File: src/rtl/alu_share_arbiter.sv
// alu_share_arbiter
//   Round-robin front end that time-shares one combinational ALU among NREQ
//   requesters. A granted request has its opcode and operands registered onto
//   the ALU pins. The ALU result is captured one cycle later and returned on a
//   per-requester response handshake.
//   Optional build macro: ALU_ARB_MOV_BYPASS_EN. When it is defined, an
//   accepted move-b opcode (3'b111) skips EXEC and returns operand b directly.
module alu_share_arbiter #(
  parameter int size = 8,
  parameter int NREQ = 4,
  parameter int OPW  = 3
) (
  input  logic                   clk,
  input  logic                   rst_n,
  input  logic [NREQ-1:0]        req_valid,
  output logic [NREQ-1:0]        req_ready,
  input  logic [NREQ*OPW-1:0]    req_op,
  input  logic [NREQ*size-1:0]   req_a,
  input  logic [NREQ*size-1:0]   req_b,
  output logic [OPW-1:0]         alu_sel,
  output logic [size-1:0]        alu_a,
  output logic [size-1:0]        alu_b,
  input  logic [size-1:0]        alu_c,
  output logic [NREQ-1:0]        rsp_valid,
  input  logic [NREQ-1:0]        rsp_ready,
  output logic [size-1:0]        rsp_data
);

  // Width of a requester index.
  localparam int GW = (NREQ > 1) ? $clog2(NREQ) : 1;

  // Move-b opcode. It only changes behaviour when the bypass build is enabled.
  localparam logic [OPW-1:0] OP_MOV    = OPW'(3'b111);
  // Requester 0 must be the first one scanned after reset.
  localparam logic [GW-1:0]  LAST_INIT = GW'(NREQ - 1);

  typedef enum logic [1:0] {
    IDLE = 2'b00,
    EXEC = 2'b01,
    RESP = 2'b10
  } state_t;

  // Round-robin pick. Returns {found, index}.
  // The scan runs from farthest to nearest so the requester closest after
  // 'last' overwrites any earlier candidate and therefore wins.
  function automatic logic [GW:0] pick_winner(input logic [NREQ-1:0] valid,
                                              input logic [GW-1:0]   last);
    logic [GW:0] res;
    int          idx;
    res = '0;
    for (int i = NREQ; i >= 1; i--) begin
      idx = (int'(last) + i) % NREQ;
      res = valid[idx] ? {1'b1, GW'(idx)} : res;
    end
    return res;
  endfunction

  // One-hot decode of a requester index.
  function automatic logic [NREQ-1:0] onehot(input logic [GW-1:0] id);
    return NREQ'(1) << id;
  endfunction

  state_t              state_r;
  state_t              state_nx_s;
  logic [GW-1:0]       last_grant_r;
  logic [GW-1:0]       gnt_id_r;
  logic [OPW-1:0]      alu_sel_r;
  logic [size-1:0]     alu_a_r;
  logic [size-1:0]     alu_b_r;
  logic [size-1:0]     rsp_data_r;
  logic [NREQ-1:0]     rsp_valid_r;

  logic [GW:0]         pick_s;
  logic                win_found_s;
  logic [GW-1:0]       win_idx_s;
  logic                accept_s;
  logic                bypass_s;
  logic                rsp_done_s;
  logic [NREQ-1:0]     req_ready_s;
  logic [OPW-1:0]      sel_op_s;
  logic [size-1:0]     sel_a_s;
  logic [size-1:0]     sel_b_s;

  // Winner search and operand selection for the current IDLE cycle.
  always_comb begin
    pick_s      = pick_winner(req_valid, last_grant_r);
    win_found_s = pick_s[GW];
    win_idx_s   = pick_s[GW-1:0];
    sel_op_s    = req_op[win_idx_s*OPW +: OPW];
    sel_a_s     = req_a[win_idx_s*size +: size];
    sel_b_s     = req_b[win_idx_s*size +: size];
  end

  // Move-b bypass qualifier. It is constant zero when the feature is not built.
  always_comb begin
`ifdef ALU_ARB_MOV_BYPASS_EN
    bypass_s = (sel_op_s == OP_MOV);
`else
    bypass_s = 1'b0;
`endif
  end

  // Next-state logic and the combinational accept strobe.
  // req_ready is masked while reset is asserted.
  always_comb begin
    state_nx_s  = state_r;
    req_ready_s = '0;
    accept_s    = 1'b0;
    rsp_done_s  = 1'b0;
    case (state_r)
      IDLE: begin
        if (rst_n && win_found_s) begin
          req_ready_s = onehot(win_idx_s);
          accept_s    = 1'b1;
          state_nx_s  = bypass_s ? RESP : EXEC;
        end else begin
          state_nx_s  = IDLE;
        end
      end
      EXEC: begin
        state_nx_s = RESP;
      end
      RESP: begin
        if (rsp_ready[gnt_id_r]) begin
          rsp_done_s = 1'b1;
          state_nx_s = IDLE;
        end else begin
          state_nx_s = RESP;
        end
      end
      default: begin
        state_nx_s = IDLE;
      end
    endcase
  end

  // State register with synchronous active-low reset.
  // A reset abandons any transaction in flight.
  always_ff @(posedge clk) begin
    if (!rst_n) begin
      state_r <= IDLE;
    end else begin
      state_r <= state_nx_s;
    end
  end

  // Datapath registers: ALU pins, grant bookkeeping and the response.
  always_ff @(posedge clk) begin
    if (!rst_n) begin
      last_grant_r <= LAST_INIT;
      gnt_id_r     <= '0;
      alu_sel_r    <= '0;
      alu_a_r      <= '0;
      alu_b_r      <= '0;
      rsp_data_r   <= '0;
      rsp_valid_r  <= '0;
    end else begin
      case (state_r)
        IDLE: begin
          if (accept_s) begin
            alu_sel_r <= sel_op_s;
            alu_a_r   <= sel_a_s;
            alu_b_r   <= sel_b_s;
            gnt_id_r  <= win_idx_s;
            if (bypass_s) begin
              // Move-b needs no ALU result, so respond on the next cycle.
              rsp_data_r  <= sel_b_s;
              rsp_valid_r <= onehot(win_idx_s);
            end
          end
        end
        EXEC: begin
          // The ALU pins have been stable for a full cycle, so capture the result.
          rsp_data_r  <= alu_c;
          rsp_valid_r <= onehot(gnt_id_r);
        end
        RESP: begin
          if (rsp_done_s) begin
            rsp_valid_r  <= '0;
            last_grant_r <= gnt_id_r;
          end
        end
        default: begin
          rsp_valid_r <= '0;
        end
      endcase
    end
  end

  assign req_ready = req_ready_s;
  assign alu_sel   = alu_sel_r;
  assign alu_a     = alu_a_r;
  assign alu_b     = alu_b_r;
  assign rsp_valid = rsp_valid_r;
  assign rsp_data  = rsp_data_r;

endmodule

File: config.mk
export PLATFORM = sky130hd
export DESIGN_NAME = alu_share_arbiter
export DESIGN_NICKNAME = d
export VERILOG_FILES = /design/src/rtl/alu_share_arbiter.sv
export SDC_FILE = /design/constraint.sdc
export NUM_CORES = 1
export LEC_CHECK = 0
export CAP_MARGIN = 20
export CORE_MARGIN = 4
export CORE_UTILIZATION = 30
export DETAILED_ROUTE_END_ITERATION = 12
export HOLD_SLACK_MARGIN = 0.06
export PLACE_DENSITY = 0.78
export SYNTH_ARGS = -nofsm -noshare
export SYNTH_HDL_FRONTEND = slang
export SYNTH_SLANG_ARGS = --single-unit
File: constraint.sdc
create_clock -name clk -period 2.25 [get_ports clk]
set_clock_uncertainty 0.05 [all_clocks]
set_input_delay 0.3375 -clock clk [delete_from_list [all_inputs] [get_ports clk]]
set_output_delay 0.3375 -clock clk [all_outputs]
set_load 0.1 [all_outputs]
==> results.sh <==
export IMPL_critPathKind="reg -> out"
export IMPL_start_util_pct=31.2
export IMPL_power_share_combinational_pct=46.7
export IMPL_fillers=638
export IMPL_hold_viol=0
export IMPL_insertion_delay_ns=0.28
export IMPL_final_util_pct=55.6
export IMPL_p_total_mw=2.78
export IMPL_nets=455
export IMPL_synth_yosys_seq_area_share_pct=34.8
export IMPL_layout_commonest_cell="clkdlybuf4s50_1"
export IMPL_synth_warnings=0
export IMPL_wire_per_inst_um=13.5
export IMPL_mappedNetlistArea_um2=2130
export IMPL_outcome="finished clean"
export IMPL_area_growth_syn_to_layout_pct=78.6
export IMPL_synthDistinctLibCells=31
export IMPL_synth_seq_cells=37
export IMPL_hp_class="reg -> reg"
export IMPL_ant_nets=0
export IMPL_worst_pin_slew_ns=0.737
export IMPL_wl_um=6200
export IMPL_grt_pass1_vias=2006
export IMPL_path_clk_slew_ns=0.08
export IMPL_drv_cap=0
export IMPL_multi_input_area_um2=1340
export IMPL_regArea_um2=742
export IMPL_drt_met1_wl_um=2500
export IMPL_io_pins=129
export IMPL_die_w_um=92.2
export IMPL_yosys_top_cells_area="dfxtp_1 35%, mux2i_1 19%, mux2_2 9.5%"
export IMPL_drt_iter0_markers=16
export IMPL_grt_overflow=0
export IMPL_min_period_ns=2.15
export IMPL_pre_cts_slack_ns=-0.131
export IMPL_io_buffers=128
export IMPL_met3_length_um=494
export IMPL_power_density_nw_per_um2=731
export IMPL_setup_viol=0
export IMPL_p_leak_nw=1.53
export IMPL_grt_usage_pct=14.0
export IMPL_yosysTopAreaCell="dfxtp_1"
export IMPL_numCtsBuffers=5
export IMPL_rsz0062_at_grt="true"
export IMPL_grt_max_degree=39
export IMPL_gp_congestion=0.841
export IMPL_dieArea_um2=8510
export IMPL_synth_top_area_share_pct=34.8
export IMPL_drc=0
export IMPL_dr_wl_met2_um=3170
export IMPL_cts_buffer_depth=2
export IMPL_p_sw_share_pct=40.3
export IMPL_crit_path_max_fanout=4
export IMPL_pwr_share_clk_pct=25.0
export IMPL_async_reset_ff_share_pct=0
export IMPL_cts_tree="done"
export IMPL_mostFrequentLayoutCells="89 x clkdlybuf4s50_1, 46 x buf_4, 40 x mux2i_1"
export IMPL_crit_path_start_kind="flip-flop"
export IMPL_finalWorstSetupSlack_ns=0.103
export IMPL_top_layer="met4"
export IMPL_power_frac_seq_pct=28.4
export IMPL_synthFlopType="dfxtp_1"
export IMPL_required_ns=1.86
export IMPL_coreArea_um2=6830
export IMPL_antenna_found_initial=0
export IMPL_vdd_ir_drop_max_mv=0.400
export IMPL_slowest_delay_ns=0.35
export IMPL_postSynthAreaPerCell_um2=9.59
export IMPL_synth_edf_count=0
export IMPL_worstPathCellList="nand2b_1, buf_4, a211oi_4, buf_12, buf_4, nor3_4, buf_12"
export IMPL_htreeDepth=2
export IMPL_vias=2092
export IMPL_cts_sinks=37
export IMPL_period_share_pct=95.4
export IMPL_slew_violations=0
export IMPL_relSlewSlack_pct=50.8
export IMPL_p_switching_mw=1.12
export IMPL_max_freq_mhz=466
export IMPL_antenna_cells=0
export IMPL_cts_hold_buf=0
export IMPL_synth_cells=222
export IMPL_final_layout_size_suffix_gt1_share_pct=31.2
export IMPL_placementRows=30
export IMPL_grt_pass1_wl_um=9630
export IMPL_cp_slowest_cell="dfxtp_2"
export IMPL_cts_root_buf="clkbuf_8"
export IMPL_p_int_mw=1.66
export IMPL_dp_cells=447
export IMPL_critPathArrivalTime_ns=1.76
export IMPL_viasPerCell=4.57
export IMPL_holdWs_ns=0.418
export IMPL_cp_end_kind="output pin"
export IMPL_firstDrtPassIters=4
export IMPL_stdcell_count=458
export IMPL_synth_fp_nets=316
export IMPL_place_detailed_hpwl_um=4970
export IMPL_die_h_um=92.2
==> path summary, 6_finish.rpt <==
kind / start / endpoint / slack (ns) / depth (start not counted)
max: last_grant_r[0] / req_ready[0] / 0.10 / 7
min: rsp_data[5] / rsp_data[5] / 0.42 / 2
max reg2reg: last_grant_r[0] / alu_sel[2] / 0.16 / 9
min reg2reg: rsp_data[5] / rsp_data[5] / 0.42 / 2
==> flip-flops by register name, indices dropped and copies added, names as in the netlist <==
name and cells:
state_r 2, last_grant_r 2, alu_b 8, gnt_id_r 2, rsp_data 8, alu_sel 3
alu_a 8, rsp_valid 4
==> power groups by stage <==
stage / clock [mW] / sequential [mW] / combinational, mW
after floorplan: 0 / 1.30 / 0.395
after global placement: 0 / 0.799 / 1.29
after detailed placement: 0 / 0.803 / 1.29
after CTS: 0.718 / 0.789 / 1.31
after global routing: 0.743 / 0.800 / 1.36
final: 0.695 / 0.788 / 1.30
==> cell usage after synthesis (3+ instances only) <==
master	n
buf_2	5
clkbuf_1	7
nor3_1	4
nand2b_1	3
mux2_2	18
buf_6	4
a21boi_0	8
mux2i_1	40
a21oi_1	3
nor2_1	6
o21ai_2	19
dfxtp_1	37
nand2_1	22
nor2b_1	4
nand3_1	22
==> critical path: cells and delay by family (launching register included) <==
family | cells | cell delay, ns
buffers and inverters | 4 | 0.58
flip-flops | 1 | 0.35
AO/OA/AOI/OAI | 1 | 0.34
AND/OR/NAND/NOR | 2 | 0.21
==> final cells by class <==
cell class / count / share of cell area [%]
multi-input cells: 166 / 35.2
clock buffers: 5 / 1.81
flip-flops and latches: 37 / 19.5
clock inverters: 3 / 1.81
inverters: 3 / 0.296
well taps: 96 / 3.16
repair buffers: 148 / 38.2
==> cells by family after synthesis <==
group                  after synthesis  synth area share (%)
AO/OA/AOI/OAI                       39                  14.9
buffers and inverters               19                  5.06
flip-flops                          37                  34.8
multiplexers                        60                  30.1
AND/OR/NAND/NOR                     67                  15.2
==> routing by layer <==
layer  global-route usage (%)  vias up
li1                         -     1073
met1                     16.4      933
met2                     24.5       81
met3                     4.84        5
met4                     3.34        0
met5                        0        -
==> repair_timing <==
action | in CTS | in global routing
endpoints found under the setup margin | 4 | 4
pin swaps | 3 | 2
buffers inserted | 3 | 0
gates resized for setup | 6 | 7
==> metrics by stage <==
step	cell area [um^2]	setup TNS [ns]
finish	3800	0
floorplan	2160	-0.371
detailed placement	3610	-2.45
global route	3800	-0.0128
global placement	3610	-1.53
CTS	3780	0
Note: power is estimated with default switching activity, not from simulation.
